### config.mk
export PLATFORM = sky130hd
export DESIGN_NAME = bounce_gen
export DESIGN_NICKNAME = d
export VERILOG_FILES = /design/src/rtl/bounce_gen_pkg.sv /design/src/rtl/bounce_gen_lfsr16.sv /design/src/rtl/bounce_gen.sv
export SDC_FILE = /design/constraint.sdc
export NUM_CORES = 1
export LEC_CHECK = 0
export BUFFER_PORTS_ARGS = -buffer_cell sky130_fd_sc_hd__buf_4
export CAP_MARGIN = 15
export CORE_MARGIN = 2
export CORE_UTILIZATION = 55
export DETAILED_ROUTE_END_ITERATION = 7
export PLACE_DENSITY = 0.73
export SETUP_SLACK_MARGIN = 0.1
export SLEW_MARGIN = 20
export SYNTH_ARGS = -nofsm -noshare
export SYNTH_HDL_FRONTEND = slang
export SYNTH_SLANG_ARGS = --single-unit
### constraint.sdc
create_clock -name clk -period 4.95 [get_ports clk]
set_input_delay 0 -clock clk [delete_from_list [all_inputs] [get_ports clk]]
set_output_delay 0 -clock clk [all_outputs]
set_load 0.005 [all_outputs]
### src/rtl/bounce_gen_pkg.sv
// Shared types and constants for the bounce_gen switch-contact emulator.
package bounce_gen_pkg;

    typedef enum logic [1:0] {
        IDLE   = 2'd0,
        BOUNCE = 2'd1,
        SETTLE = 2'd2,
        DONE   = 2'd3
    } state_t;

    localparam logic [15:0] LFSR_SEED = 16'hACE1;
    // Fibonacci taps 16,14,13,11 -> bits 15,13,12,10
    localparam logic [15:0] LFSR_TAPS = 16'hB400;
    localparam int          TMR_W     = 32;

    function automatic logic [7:0] sat_inc(input logic [7:0] v);
        return (v == 8'hFF) ? v : v + 8'd1;
    endfunction

endpackage

### src/rtl/bounce_gen_lfsr16.sv
// 16-bit Fibonacci LFSR, free-running, used to randomise bounce spacing.
module lfsr16
    import bounce_gen_pkg::*;
(
    input  logic        clk,
    input  logic        reset,
    output logic [15:0] q
);

    always_ff @(posedge clk) begin
        if (reset) begin
            q <= LFSR_SEED;
        end else begin
            q <= {q[14:0], ^(q & LFSR_TAPS)};
        end
    end

endmodule

### src/rtl/bounce_gen.sv
// Emulated bouncing switch: burst of glitch pairs, then a settle hold.
// Define BOUNCE_GEN_LFSR_EN for LFSR-randomised bounce intervals.
module bounce_gen
    import bounce_gen_pkg::*;
#(
    parameter int          GLITCH_N   = 4,
    parameter logic [15:0] INTV_MASK  = 16'h03FF,
    parameter int          SETTLE_CYC = 50000
) (
    input  logic       clk,
    input  logic       reset,
    input  logic       start,
    input  logic       level,
    output logic       sw,
    output logic       busy,
    output logic       done_tick,
    output logic [7:0] edge_cnt
);

    localparam logic [7:0]       TOG_MAX   = 8'(2 * GLITCH_N);
    localparam logic [TMR_W-1:0] SETTLE_LD = TMR_W'(SETTLE_CYC);

    state_t           state, state_n;
    logic             sw_n;
    logic [7:0]       edge_n;
    logic [7:0]       tog, tog_n;
    logic [TMR_W-1:0] timer, timer_n;
    logic [TMR_W-1:0] intv;

`ifdef BOUNCE_GEN_LFSR_EN
    logic [15:0] lfsr_q;

    lfsr16 u_lfsr (
        .clk   (clk),
        .reset (reset),
        .q     (lfsr_q)
    );

    assign intv = {16'd0, lfsr_q & INTV_MASK} + 32'd1;
`else
    assign intv = {16'd0, INTV_MASK} + 32'd1;
`endif

    assign busy      = (state != IDLE);
    assign done_tick = (state == DONE);

    always_ff @(posedge clk) begin
        if (reset) begin
            state    <= IDLE;
            sw       <= 1'b0;
            edge_cnt <= 8'd0;
            timer    <= '0;
            tog      <= 8'd0;
        end else begin
            state    <= state_n;
            sw       <= sw_n;
            edge_cnt <= edge_n;
            timer    <= timer_n;
            tog      <= tog_n;
        end
    end

    always_comb begin
        state_n = state;
        sw_n    = sw;
        edge_n  = edge_cnt;
        timer_n = timer;
        tog_n   = tog;
        unique case (state)
            IDLE: begin
                if (start) begin
                    if (level != sw) begin
                        sw_n   = level;
                        edge_n = 8'd1;
                        tog_n  = 8'd0;
                        if (GLITCH_N == 0) begin
                            state_n = SETTLE;
                            timer_n = SETTLE_LD;
                        end else begin
                            state_n = BOUNCE;
                            timer_n = intv;
                        end
                    end else begin
                        edge_n  = 8'd0;
                        state_n = DONE;
                    end
                end
            end
            BOUNCE: begin
                if (timer <= 32'd1) begin
                    sw_n   = ~sw;
                    edge_n = sat_inc(edge_cnt);
                    tog_n  = tog + 8'd1;
                    if (tog_n == TOG_MAX) begin
                        state_n = SETTLE;
                        timer_n = SETTLE_LD;
                    end else begin
                        timer_n = intv;
                    end
                end else begin
                    timer_n = timer - 32'd1;
                end
            end
            SETTLE: begin
                if (timer == '0) begin
                    state_n = DONE;
                end else begin
                    timer_n = timer - 32'd1;
                end
            end
            DONE: begin
                state_n = IDLE;
            end
            default: begin
                state_n = IDLE;
            end
        endcase
    end

endmodule

==> impl_metrics.csv, run 1 <==
group,metric,value,unit
drt,post-route-drc-count,0,
floorplan,dieArea,0.006170,sq mm
floorplan,die_w,78.55,um
yosys,syn_inst,392,
yosys,yosysTopAreaCell,"dfxtp_1",
worst_hold_path,hold_path_class,"in -> reg",
critical_path,arrival,3600,ps
yosys,synth_cell_types,55,
cells_and_area,diodes,0,
yosys,syn_avg_cell_area,7.798,sq um
critical_path,worstSetupStartpoint,"timer[0]",
run,drv_cap,0,
yosys,synth_compound_area_share,17.72,%
cells_and_area,area_growth,7.286,%
pwr,ir_worst_vdd,474.8,uV
cells_and_area,layout-drive-gt1-share,9.068,%
yosys,async_flop_share,0,%
yosys,synth_fa_ha_area_share,3.275,%
worst_hold_path,worstHoldStart,"reset",
critical_path,critPathMaxFanout,22,
critical_path,r2r_end,"timer[16]",
timing,whs,19.78,ps
cells_and_area,final_area,0.003279,sq mm
drt,drtAntennaViolNets,0,
placed_design,dp_hpwl,5154,um
yosys,synth_top_family_by_area,"simple AND/OR/NAND/NOR gates",
timing,fmaxAchievable,293.2,MHz
placed_design,dp_slack,1632,ps
timing,hold_viol,0,
clocking,cts_hold_buf,0,
yosys,syn-num-nets,404,
critical_path,cp.depth,8,
timing,rsz0062_at_grt,"no",
yosys,ys_ff_latch,51,
critical_path,endpoint_kind,"flip-flop",
global_routing,grt_first_pass_wirelength,12490,um
timing,tightest_slew,892.2,ps
floorplan,core.rowCount,27,
critical_path,rr_startpoint,"timer[0]",
critical_path,crit_path_top_delay_cell,"o311a_1",
clocking,tritoncts,"built",
yosys,synth_edf_count,0,
global_routing,grt_overflow_total,0,
cells_and_area,layout.nets,408,
placed_design,place.gp.congestion,0.9341,
timing,clock-skew-final,12.70,ps
pwr,p_per_area,773.4,mW/mm^2
clocking,cts_resized,0,
drt,routed_wirelength,7264,um
critical_path,path_cells,"inv_1, ha_1, nor3b_1, nand4_1, o311a_1, and2_1, a22oi_1, nor2_1",
floorplan,start_util,56.20,%
cells_and_area,nFillCells,498,
yosys,ys.flop_type,"dfxtp_1",
timing,setup_ws,1539,ps
critical_path,reg2reg_slack,1540,ps
global_routing,grt_max_degree,23,
drt,first_pass_iters,7,
floorplan,io_pins,15,
worst_hold_path,min_to,"tog[0]",
cells_and_area,fin_cells,469,
critical_path,reg2reg_depth,8,
drt,first_iter_violations,242,
critical_path,crit_path_max_incr_delay,740,ps
clocking,numCtsBuffers,5,
worst_hold_path,whs_path_depth,2,
critical_path,start_kind,"flip-flop",
clocking,cts_max_level,2,
yosys,ys_top_cells_by_area,"dfxtp_1 33%, nor2_1 6.4%, o21ai_0 4.9%, nand2_1 4.2%, xor2_1 3.4%",
yosys,synth-simple-area-share,33.48,%
timing,finalCritPeriodShare,68.90,%
clocking,root_buffer,"clkbuf_8",
global_routing,grt_pass1_vias,2680,
global_routing,track_usage,25.04,%
placed_design,placed_area,0.003176,sq mm
pwr,leakage,1.224,nW
outcome,status,"complete, no violations",
placed_design,io_buffers,14,
drt,vias_per_cell,6.164,
floorplan,core_area,0.005439,sq mm
critical_path,crit_family,"simple AND/OR/NAND/NOR gates",
drt,wl_per_cell,15.49,um
yosys,synth-seq-area-share,33.40,%
clocking,clock_latency,310,ps
placed_design,placedCellCount,461,
clocking,cts_setup_buffers,0,
yosys,synth_area,0.003057,sq mm
yosys,synth_common_cells,"52 x nor2_1, 51 x dfxtp_1, 34 x nand2_1",
drt,via_count,2891,
timing,maxSlewViolCount,0,
clocking,clock-sinks,51,
cells_and_area,post-route-util,60.29,%
clocking,cts_buffer_depth,2,
critical_path,crit_type,"reg -> reg",
timing,fin_crit,3411,ps
critical_path,cp_data_required_time,5130,ps
critical_path,worst-path-buf-inv,1,
timing,finalSetupTns,0,ps
yosys,synth_most_common_cell,"nor2_1",
yosys,synthMuxAreaShare,1.351,%
timing,setup_violations,0,
yosys,ys_warn_count,0,
yosys,synth-xor-area-share,6.304,%
clocking,cts.reportedPaths.clkPinSlew,100,ps
timing,relSlewSlack,39.97,%
floorplan,die_h,78.55,um
global_routing,antenna_found_initial,0,
yosys,synth_top_cell_area_share,33.40,%
pwr,total_power,2.536,mW
## worst max-delay path by stage
stage,endpoint,slack (ps)
2_1_floorplan,timer[8],2260
3_3_place_gp,timer[18],1690
3_5_place_dp,timer[16],1630
4_1_cts,timer[16],1620
5_1_grt,timer[18],1380
6_report,timer[16],1540
## layer usage
layer,global-route usage [%],wire length (um),up-vias,share of wire (%)
met3,5.287,421,26,5.8
li1,-,-,1435,-
met4,9.474,201,0,2.8
met5,0,0,-,0
met2,41.54,3251,111,45
met1,31.83,3390,1319,47
## cell usage in the layout (no fill, tap or decap), types with 3 or more instances in the layout
master / instances
nor2_1: 52
dfxtp_1: 51
nand2_1: 34
o21ai_0: 30
a21oi_1: 16
nand3_1: 16
buf_4: 15
nand4_1: 14
inv_1: 13
nor3_1: 13
xor2_1: 12
nor4_1: 10
xnor2_1: 10
or4_1: 10
a31oi_1: 10
nor2b_1: 9
ha_1: 8
clkbuf_8: 7
o31ai_1: 6
and2_1: 4
nor4_2: 3
nor3b_1: 3
nand3b_1: 3
a41o_1: 3
or2_2: 3
mux2i_1: 3
o31a_1: 3
## flip-flops by register name, indices dropped and copies added (netlist names)
register,cells
timer,32
tog,8
edge_cnt,8
state,2
sw,1
## layout make-up
cell class	count	area [sq um]	share of cell area [%]
timing repair buffer	15	112.6	3.434
multi-input combinational	309	1903	58.03
inverter	14	52.55	1.602
sequential	51	1021	31.13
tap	72	90.09	2.747
clock buffer	8	100.1	3.052
## report_power, final
| group | switching (mW) | total (mW) | internal [mW] | leakage, nW |
|---|---|---|---|---|
| Combinational | 1.09 | 1.69 | 0.596 | 0.759 |
| Sequential | 0.0987 | 0.585 | 0.486 | 0.413 |
| Clock | 0.137 | 0.265 | 0.128 | 0.0515 |
| Total | 1.33 | 2.54 | 1.21 | 1.22 |
## logic make-up (layout without fill, tap and decap cells)
kind of cell | after synthesis | count (layout)
and+or+nand+nor | 189 | 189
AOI/OAI and AO/OA | 86 | 86
DFF | 51 | 51
buffers and inverters | 32 | 37
xor gates and xnor gates | 22 | 22
adders and majority gates | 8 | 8
muxes | 4 | 4
Power figures use the tool's default switching activity.
==> inputs of run 2 (changes only) <==
Settings changed: PLACE_DENSITY 0.73 to 0.76.
Clock period 4.95 ns to 3.1 ns, I/O delays scaled along.
==> run 2 against run 1 <==
  * Via count rose by 2.5%
  * Register-to-register slack got worse by 1200 ps
  * Count of clock-buffer cells in the layout fell by 2
  * Combinational power rose by 74%
  * Critical endpoint is now tog[7]
  * Cell count rose by 2.3%
==> impl_metrics.csv, run 2 (synthesis gave the netlist of run 1 again) <==
group,metric,value,unit
critical_path,worstSetupStartpoint,"timer[8]",
pwr,ir_worst_vdd,756.3,uV
clocking,cts_hold_buf,0,
floorplan,core_area,0.005439,sq mm
timing,setup_violations,0,
cells_and_area,fin_cells,480,
global_routing,track_usage,24.65,%
run,drv_cap,0,
pwr,p_per_area,1261,mW/mm^2
cells_and_area,multi_input_area,0.001899,sq mm
critical_path,crit_path_max_incr_delay,550,ps
global_routing,antenna_found_initial,0,
drt,via_count,2964,
clocking,numCtsBuffers,5,
critical_path,rr_startpoint,"timer[8]",
pwr,clock_power_share,8.3,%
clocking,cts_buffer_depth,2,
placed_design,io_buffers,14,
cells_and_area,layout_commonest_cell,"nor2_1",
pwr,total_power,4.218,mW
timing,rsz0062_at_grt,"no",
critical_path,crit_family,"simple AND/OR/NAND/NOR gates",
pwr,leakage,1.272,nW
critical_path,crit_path_frequent_cell,"or4_1",
outcome,status,"complete, no violations",
clocking,cts_setup_buffers,0,
critical_path,crit_type,"reg -> reg",
clocking,cts_max_level,2,
critical_path,endpoint_kind,"flip-flop",
critical_path,path_cells,"nor4_2, nand4_1, or4_4, or4_1, or4_1, nand2_1",
drt,routed_wirelength,7337,um
floorplan,core.rowCount,27,
drt,vias_per_cell,6.175,
critical_path,crit_end,"tog[7]",
cells_and_area,largest_reg_flops,32,
timing,maxSlewViolCount,0,
global_routing,grt_overflow_total,0,
cells_and_area,layout.nets,421,
clocking,clock-sinks,51,
timing,finalCritPeriodShare,89.99,%
cells_and_area,reg.largest.list,"timer (32), edge_cnt (8), tog (8)",
critical_path,r2r_end,"tog[7]",
clocking,tritoncts,"built",
cells_and_area,post-route-util,61.51,%
cells_and_area,final_cell_mix,"52 x nor2_1, 51 x dfxtp_1, 34 x nand2_1",
clocking,cts.reportedPaths.clkPinSlew,80,ps
timing,fin_crit,2790,ps
placed_design,place.gp.congestion,0.8514,
drt,first_iter_violations,217,
global_routing,grt_first_pass_wirelength,12420,um
floorplan,die_h,78.55,um
timing,hold_viol,0,
placed_design,dp_hpwl,5290,um
floorplan,die_w,78.55,um
pwr,swShare,51.14,%
critical_path,reg2reg_depth,6,
critical_path,cp.depth,6,
timing,relSlewSlack,37.84,%
clocking,clock_latency,300,ps
timing,tightest_slew,923.9,ps
critical_path,arrival,3040,ps
worst_hold_path,hold_path_class,"in -> reg",
pwr,p_seq_share,22.0,%
floorplan,io_pins,15,
cells_and_area,area_growth,9.456,%
cells_and_area,layout-drive-gt1-share,11.27,%
cells_and_area,nFillCells,489,
timing,finalSetupTns,0,ps
cells_and_area,diodes,0,
cells_and_area,ff_latch_area,0.001021,sq mm
drt,drtAntennaViolNets,0,
pwr,p_comb_share,69.7,%
placed_design,dp_slack,328.3,ps
cells_and_area,top_register,"timer",
drt,post-route-drc-count,0,
critical_path,crit_path_top_delay_cell,"or4_1",
pwr,intPower,2.061,mW
clocking,cts_resized,0,
floorplan,dieArea,0.006170,sq mm
global_routing,grt_max_degree,21,
drt,wl_per_cell,15.29,um
critical_path,critPathMaxFanout,6,
critical_path,worst-path-buf-inv,0,
timing,setup_ws,310.3,ps
floorplan,start_util,56.20,%
pwr,switchingPower,2.157,mW
critical_path,cp_data_required_time,3350,ps
drt,first_pass_iters,5,
critical_path,start_kind,"flip-flop",
timing,clock-skew-final,6.116,ps
placed_design,placedCellCount,474,
critical_path,reg2reg_slack,310,ps
clocking,root_buffer,"clkbuf_8",
timing,fmaxAchievable,358.5,MHz
global_routing,grt_pass1_vias,2708,
==> run 2: changes by cell type in the layout (fill, tap and decap cells not counted), sizes merged <==
| cell | delta |
|---|---|
| buf | +13 |
| clkbuf | -2 |
==> run 2: worst min-delay path by stage <==
stage | endpoint | from | depth (start not counted)
3_5_place_dp | tog[0] | reset | 2
5_1_grt | tog[0] | reset | 2
4_1_cts | tog[0] | reset | 2
3_3_place_gp | tog[0] | reset | 2
2_1_floorplan | sw | level | 4
6_report | tog[0] | reset | 2
==> run 2: worst reg2reg max path: cells and delay by family (launching register included) <==
family	cells	cell delay, ps
and+or+nand+nor	6	2360
DFF	1	360
==> run 2: stage by stage <==
| step | hold WS (ps) | cell area [sq um] |
|---|---|---|
| 5_1_grt | 32.71 | 3346 |
| 3_5_place_dp | 346.2 | 3273 |
| 6_report | 27.49 | 3346 |
| 3_3_place_gp | 343.0 | 3273 |
| 2_1_floorplan | 254.4 | 3057 |
| 4_1_cts | 21.80 | 3346 |
==> run 2: per-layer routing <==
layer,global-route usage (%),vias to the layer above,share of wire (%)
li1,-,1463,-
met1,33.26,1406,48
met2,40.34,85,46
met3,4.023,10,4.5
met4,7.544,0,1.5
met5,0,-,0
==> run 2: power groups by stage <==
stage / clock network [mW] / registers [mW] / logic, mW
after floorplan: 0 / 0.902 / 2.13
after global placement: 0 / 0.930 / 2.84
after detailed placement: 0 / 0.939 / 2.85
after CTS: 0.361 / 0.923 / 2.88
after global routing: 0.384 / 0.943 / 3.28
final: 0.351 / 0.927 / 2.94
==> run 2: cell type report <==
cell class,count,share of cell area [%]
multi-input combinational,309,56.77
sequential,51,30.52
timing repair buffer,28,6.283
tap,72,2.693
clock buffer,6,2.169
inverter,14,1.571
==> inputs of run 3 (changes only) <==
Settings changed: ABC_AREA set to 1, GPL_TIMING_DRIVEN set to 0, PLACE_DENSITY 0.76 to 0.75.
==> run 3 against run 2 <==
  * Worst hold slack better by 75 ps
  * Setup slack better by 570 ps
  * Via count is 16% higher
  * Count of clock-buffer cells in the layout did not move
  * Register-to-register slack improved by 570 ps
  * Critical path depth up 6
  * First-iteration DRC count is 7.8% lower
  * Largest cell class unchanged
==> impl_metrics.csv, run 3 <==
group,metric,value,unit
critical_path,reg2reg_depth,12,
critical_path,cp_data_required_time,3340,ps
floorplan,die_w,83.01,um
worst_hold_path,worstHoldStart,"reset",
placed_design,dp_hpwl,6473,um
yosys,synth_top_cell_area_share,29.74,%
drt,via_count,3442,
global_routing,grt_util_met2,39.08,%
timing,hold_viol,0,
critical_path,crit_path_max_incr_delay,380,ps
yosys,synth_cell_types,34,
timing,finalCritPeriodShare,71.54,%
yosys,async_flop_share,0,%
clocking,clock-sinks,51,
cells_and_area,top_register,"timer",
cells_and_area,reg.largest.list,"timer (32), edge_cnt (8), tog (8)",
placed_design,dp_slack,945.8,ps
outcome,status,"complete, no violations",
clocking,cts_resized,0,
floorplan,dieArea,0.006891,sq mm
timing,maxSlewViolCount,0,
placed_design,place.gp.congestion,0.9160,
yosys,ys_top_cells_by_area,"dfxtp_1 30%, nand2_1 16%, nor2_1 9.0%, nand3_1 6.9%, inv_1 6.2%",
drt,wl_per_cell,13.10,um
cells_and_area,final_cell_mix,"149 x nand2_1, 82 x nor2_1, 57 x inv_1",
floorplan,die_h,83.01,um
global_routing,antenna_found_initial,0,
timing,tightest_slew,561.5,ps
critical_path,critPathMaxFanout,10,
timing,rsz0062_at_grt,"no",
global_routing,grt_first_pass_wirelength,14280,um
yosys,synth_most_common_cell,"nand2_1",
yosys,ys_warn_count,0,
run,drv_cap,0,
cells_and_area,layout_commonest_cell,"nand2_1",
cells_and_area,ff_latch_area,0.001021,sq mm
floorplan,io_pins,15,
worst_hold_path,min_to,"tog[0]",
yosys,synth_edf_count,0,
timing,relSlewSlack,62.56,%
timing,fin_crit,2218,ps
timing,finalSetupTns,0,ps
yosys,syn_inst,543,
clocking,tritoncts,"built",
placed_design,io_buffers,13,
drt,first_iter_violations,200,
cells_and_area,nFillCells,582,
clocking,cts_max_level,2,
cells_and_area,final_area,0.003715,sq mm
cells_and_area,diodes,0,
critical_path,crit_path_frequent_cell,"inv_1",
yosys,synth_common_cells,"149 x nand2_1, 82 x nor2_1, 57 x inv_1",
critical_path,crit_path_top_delay_cell,"dfxtp_1",
yosys,synth-seq-area-share,29.74,%
cells_and_area,area_growth,8.200,%
clocking,cts_hold_buf,0,
clocking,numCtsBuffers,5,
placed_design,placed_area,0.003625,sq mm
timing,fmaxAchievable,450.9,MHz
cells_and_area,largest_reg_flops,32,
worst_hold_path,whs_path_depth,2,
timing,setup_ws,882.2,ps
floorplan,core.rowCount,28,
drt,first_pass_iters,5,
clocking,root_buffer,"clkbuf_8",
yosys,yosysTopAreaCell,"dfxtp_1",
floorplan,core_area,0.005991,sq mm
critical_path,path_cells,"inv_1, ha_1, inv_1, nor2_1, nor2_1, nand2_1, inv_1, nand3_1, inv_1, buf_2, nand3_1, a21oi_1",
drt,drtAntennaViolNets,0,
timing,clock-skew-final,9.363,ps
global_routing,grt_max_degree,17,
global_routing,busiest_layer,"met2",
yosys,syn-num-nets,555,
timing,setup_violations,0,
clocking,cts_setup_buffers,0,
drt,routed_wirelength,8372,um
global_routing,grt_overflow_total,0,
critical_path,r2r_end,"timer[28]",
worst_hold_path,hold_path_class,"in -> reg",
critical_path,reg2reg_slack,880,ps
global_routing,grt_use_met1,34.07,%
critical_path,endpoint_kind,"flip-flop",
clocking,cts_buffer_depth,2,
yosys,syn_avg_cell_area,6.323,sq um
yosys,ys.flop_type,"dfxtp_1",
cells_and_area,multi_input_area,0.002121,sq mm
clocking,clock_latency,310,ps
critical_path,rr_startpoint,"state[0]",
critical_path,worst-path-buf-inv,5,
cells_and_area,layout.nets,575,
critical_path,crit_type,"reg -> reg",
cells_and_area,post-route-util,62.01,%
critical_path,crit_family,"buffers and inverters",
cells_and_area,layout-drive-gt1-share,11.17,%
yosys,ys_ff_latch,51,
floorplan,start_util,57.31,%
drt,post-route-drc-count,0,
drt,vias_per_cell,5.387,
global_routing,globalRouteMet3Util,4.771,%
clocking,cts.reportedPaths.clkPinSlew,100,ps
critical_path,arrival,2460,ps
global_routing,track_usage,24.66,%
yosys,synth_area,0.003433,sq mm
global_routing,grt_pass1_vias,3127,
critical_path,start_kind,"flip-flop",
-- run 3: per-layer routing --
metal / part of all wire [%] / up-vias
met5: 0 / -
met4: 1.5 / 0
met3: 5.1 / 14
met2: 45 / 77
met1: 48 / 1568
li1: - / 1783
-- run 3: final cells by class --
class                      count  area share (%)
clock inverter                 2          0.4715
tap                           75           2.526
sequential                    51           27.48
clock buffer                   6           1.954
timing repair buffer          13           2.627
multi-input combinational    420           57.09
buffer                        13           1.751
inverter                      59           6.096
-- run 3: stage by stage --
step / hold slack, ps / std cells
global placement: 424.5 / 631
CTS: 87.35 / 639
global route: 140.5 / 639
finish: 102.3 / 639
floorplan: 284.9 / 543
detailed placement: 430.8 / 631
-- run 3: worst max path at each step --
| stage | from | slack [ps] | depth (start not counted) | to |
|---|---|---|---|---|
| 2_1_floorplan | state[0] | 1300 | 11 | tog[4] |
| 3_3_place_gp | state[0] | 990 | 12 | timer[25] |
| 3_5_place_dp | state[0] | 950 | 11 | tog[4] |
| 4_1_cts | state[0] | 920 | 13 | timer[19] |
| 5_1_grt | state[0] | 730 | 13 | timer[19] |
| 6_report | state[0] | 880 | 12 | timer[28] |
-- run 3: cell families (layout without fill, tap and decap cells) --
family / after synthesis / in the layout / share of synthesized area (%)
xor gates and xnor gates: 15 / 15 / 3.827
adders and majority gates: 8 / 8 / 2.916
DFF: 51 / 51 / 29.74
AOI/OAI and AO/OA: 70 / 70 / 11.41
buffers and inverters: 72 / 93 / 8.492
and+or+nand+nor: 327 / 327 / 43.62
Power of run 3 is not shown: default switching activity piles up to over one toggle a cycle in this logic, so the estimate is an artifact.
